==> config.mk <==
export PLATFORM = sky130hd
export DESIGN_NAME = divider_control
export DESIGN_NICKNAME = d
export VERILOG_FILES = /design/src/rtl/divider_control.sv
export SDC_FILE = /design/constraint.sdc
export NUM_CORES = 1
export LEC_CHECK = 0
export CAP_MARGIN = 40
export CORE_MARGIN = 8
export CORE_UTILIZATION = 30
export CTS_CLUSTER_SIZE = 12
export DETAILED_ROUTE_END_ITERATION = 16
export GPL_ROUTABILITY_DRIVEN = 0
export PLACE_DENSITY = 0.65
export SYNTH_ARGS = -nofsm -noshare
export SYNTH_HDL_FRONTEND = slang
export SYNTH_SLANG_ARGS = --single-unit
==> constraint.sdc <==
create_clock -name clk -period 1.56 [get_ports clk]
set_clock_uncertainty 0.2 [all_clocks]
set_input_delay 0.156 -clock clk [delete_from_list [all_inputs] [get_ports clk]]
set_output_delay 0.156 -clock clk [all_outputs]
set_load 0.005 [all_outputs]
==> src/rtl/divider_control.sv <==
// divider_control: sequencing FSM for a 32-bit restoring divider (load, shift, ITER subtract-shifts, fix-up).
// Optional divide-by-zero short-circuit enabled by defining DIV_ZERO_CHECK_EN.
module divider_control #(
  parameter int ITER  = 32,
  parameter int CNT_W = 6
) (
  input  logic             clk,
  input  logic             Reset,
  input  logic             Run,
  input  logic             Divisor_zero,
  output logic             W_ctrl,
  output logic             Load,
  output logic             SLL_ctrl,
  output logic             SRL_ctrl,
  output logic             ALU_sub,
  output logic             Ready,
  output logic             Busy,
  output logic [CNT_W-1:0] Iter_cnt,
  output logic             Div_err
);
  typedef enum logic [2:0] {S_IDLE, S_LOAD, S_SHIFT0, S_ITER, S_FIX, S_DONE} state_t;
  state_t state, state_n;
  logic [CNT_W-1:0] cnt, cnt_n;
  logic zero;
`ifdef DIV_ZERO_CHECK_EN
  logic err, err_n;
  assign zero = Divisor_zero;
  // Cleared on entry to LOAD, set on the LOAD edge that short-circuits to DONE.
  assign err_n = (state == S_LOAD) ? zero : (state_n == S_LOAD) ? 1'b0 : err;
  always_ff @(posedge clk or negedge Reset)
    if (!Reset) err <= 1'b0;
    else err <= err_n;
  assign Div_err = err;
`else
  logic unused_divisor_zero;
  assign unused_divisor_zero = Divisor_zero;
  assign zero = 1'b0;
  assign Div_err = 1'b0;
`endif
  always_ff @(posedge clk or negedge Reset)
    if (!Reset) begin
      state <= S_IDLE;
      cnt   <= '0;
    end else begin
      state <= state_n;
      cnt   <= cnt_n;
    end
  always_comb begin
    state_n = state;
    cnt_n   = '0;
    unique case (state)
      S_IDLE:   state_n = Run ? S_LOAD : S_IDLE;
      S_LOAD:   state_n = zero ? S_DONE : S_SHIFT0;
      S_SHIFT0: state_n = S_ITER;
      S_ITER: begin
        state_n = (cnt == CNT_W'(ITER - 1)) ? S_FIX : S_ITER;
        cnt_n   = (cnt == CNT_W'(ITER - 1)) ? '0 : cnt + 1'b1;
      end
      S_FIX:    state_n = S_DONE;
      S_DONE:   state_n = Run ? S_LOAD : S_DONE;
      default:  state_n = S_IDLE;
    endcase
  end
  assign W_ctrl   = state == S_LOAD;
  assign Load     = state == S_LOAD;
  assign SLL_ctrl = (state == S_SHIFT0) || (state == S_ITER);
  assign SRL_ctrl = state == S_FIX;
  assign ALU_sub  = state == S_ITER;
  assign Ready    = state == S_DONE;
  assign Busy     = (state == S_LOAD) || (state == S_SHIFT0) || (state == S_ITER) || (state == S_FIX);
  assign Iter_cnt = cnt;
endmodule

==> flow_summary.toml <==
[drt]
drt.antenna.violating_nets = 0
vias = 471
avgRoutedWirePerCell_um = 14.4
totalWireLength_um = 1440
drt-initial-drc-count = 7
drc = 0
firstDrtPassIters = 4
vias_per_cell = 4.71

[layout]
drive_gt1_share_pct = 51.2
layout_common_cells = "19 x buf_4, 7 x dfrtp_1, 7 x nor2_1"
fin_nets = 90
fill_cells = 149
antennaDiodeCount = 0
fin_cells = 100
layout.cells.most_common = "buf_4"
area_delta_synth_final_pct = 77.3

[place]
hpwl_um = 882
placedCellCount = 83
numPortBuffers = 15
pre_cts_ws_ns = -0.0800

[clocking]
clk_latency_ns = 0.26
cts.path.max_buffers = 2
clk_pin_slew_ns = 0.07
root_buffer = "clkbuf_4"
cts_inserted_buffers = 3
cts_max_level = 1
cts_hold_buf = 0
cts_tree = "yes"
cts.sinks = 9

[die]
core_um2 = 1470
initial_core_util_pct = 31.5
ioPinCount = 18
die_w_um = 55.3
die_h_um = 55.3
rows = 14
dieArea_um2 = 3060

[setup_path]
rr_startpoint = "Iter_cnt[0]"
crit_path_start_kind = "register"
cp_num_buf_inv = 2
worstRegToRegCells = 5
cp_max_fo = 3
cp_slowest_stage_delay_ns = 0.41
crit_required_ns = 1.20
end_kind = "output port"
arrival_ns = 1.19
worst_path_max_delay_cell = "dfrtp_1"
r2r-end = "state[1]"
reg2reg_slack_ns = 0.09
critical_path_class = "reg2out"
cp_top_family = "flip-flops"
worstPathCellList = "buf_6 > nor2_4 > xnor2_2 > buf_2"

[synthesis]
ys_seq_area_share_pct = 48.6
synth-seq-cells = 9
avgSynthCellArea_um2 = 10.1
synth_nets = 51
netlist_instances = 46
synth_cell_types = 25
ys_warn_count = 0
syn-cell-area_um2 = 463

[run_status]
violations = "negative hold slack"
outcome = "complete, but fails checks"

[sta]
finalHoldViolCount = 9
drv_slew = 0
worst_hold_slack_ns = -0.0129
fin_crit_ns = 1.55
rsz0062_at_grt = "true"
period_share_pct = 99.3
fmax_mhz = 646
tns_ns = 0
finalSetupViolCount = 0
worst_slack_ns = 0.0112

[worst_hold_path]
hold_path.class = "in2async"

[run]
drv_cap = 0

[grt]
gr-total-overflow = 0
antenna_found_initial = 0
grt_pass1_vias = 579
grt_max_degree = 10
grt_use_total_pct = 9.29
grt_pass1_wl_um = 2410

[pwr]
cellPowerDensity_nw_per_um2 = 1600
p_leak_uw = 0.000413
ir_worst_vdd_mv = 0.844
-- final cells by class --
cell class | count | area, µm² | share of cell area (%)
inverters | 3 | 11.3 | 1.37
multi-input cells | 32 | 245 | 29.9
well taps | 16 | 20.0 | 2.44
clock buffers | 4 | 26.3 | 3.20
flip-flops and latches | 9 | 228 | 27.7
repair buffers | 36 | 290 | 35.4
-- synth_stat cells, drive strengths merged --
| cell | n | share of area [%] |
|---|---|---|
| a211oi | 1 | 1.6 |
| a21o | 1 | 1.6 |
| a21oi | 3 | 4.1 |
| buf | 2 | 3.2 |
| conb | 1 | 0.81 |
| dfrtp | 9 | 49 |
| ha | 1 | 2.7 |
| inv | 3 | 2.4 |
| nand2 | 2 | 2.7 |
| nand2b | 1 | 1.4 |
| nand3 | 2 | 3.2 |
| nand4 | 1 | 1.4 |
| nor2 | 8 | 6.5 |
| nor2b | 1 | 3.0 |
| nor3 | 2 | 3.2 |
| o21ai | 2 | 3.0 |
| o31ai | 1 | 1.6 |
| or3 | 1 | 1.4 |
| xnor2 | 2 | 3.8 |
| xor2 | 2 | 3.8 |
-- per-layer routing --
layer  GRT usage, %  vias to the layer above  part of all wire [%]
met4           4.93                        0                  0.56
met5              0                        -                     0
li1               -                      225                     -
met3           4.57                        2                   7.2
met2           16.5                       17                    52
met1           8.40                      227                    41
-- through the flow --
| stage | total power [µW] | cell area [µm²] | hold WS (ns) | util (%) |
|---|---|---|---|---|
| 5_1_grt | 1410 | 821 | 0.0286 | 55.8 |
| 4_1_cts | 1320 | 820 | 0.000302 | 55.7 |
| 3_5_place_dp | 1000 | 678 | 0.284 | 46.1 |
| 6_report | 1310 | 821 | -0.0129 | 55.8 |
| 2_1_floorplan | 668 | 463 | -0.340 | - |
| 3_3_place_gp | 987 | 678 | 0.278 | 46.1 |
-- cells by family after synthesis --
kind of cell             after synthesis  share of synthesized area (%)
XOR/XNOR                               4                           7.57
other                                  1                          0.810
adder cells (fa/ha/maj)                1                           2.70
AND/OR/NAND/NOR                       18                           22.7
AO/OA/AOI/OAI                          8                           11.9
buffers and inverters                  5                           5.67
flip-flops                             9                           48.6
-- worst max-delay path by stage --
| stage | startpoint | end | slack [ns] | cells past startpoint |
|---|---|---|---|---|
| 2_1_floorplan | Iter_cnt[0] | state[1] | 0.21 | 4 |
| 3_3_place_gp | state[2] | W_ctrl | -0.04 | 2 |
| 3_5_place_dp | state[2] | W_ctrl | -0.08 | 2 |
| 4_1_cts | state[1] | W_ctrl | -0.15 | 4 |
| 5_1_grt | state[1] | Busy | -0.04 | 4 |
| 6_report | state[1] | Busy | 0.01 | 4 |
-- sequential cells by signal, summed over array words and instances (netlist names) --
register and count:
state 3, Iter_cnt 6
-- repair_timing --
action,in CTS,in global routing
buffers inserted,13,1
pin swaps,2,4
setup endpoints to repair,12,9
resized for setup,20,11
-- where the power goes --
group / switching [µW] / total [µW] / internal [µW]
Sequential: 63.5 / 391 / 327
Clock: 85.4 / 184 / 98.7
Combinational: 325 / 740 / 415
(Power assumes the default switching activity.)
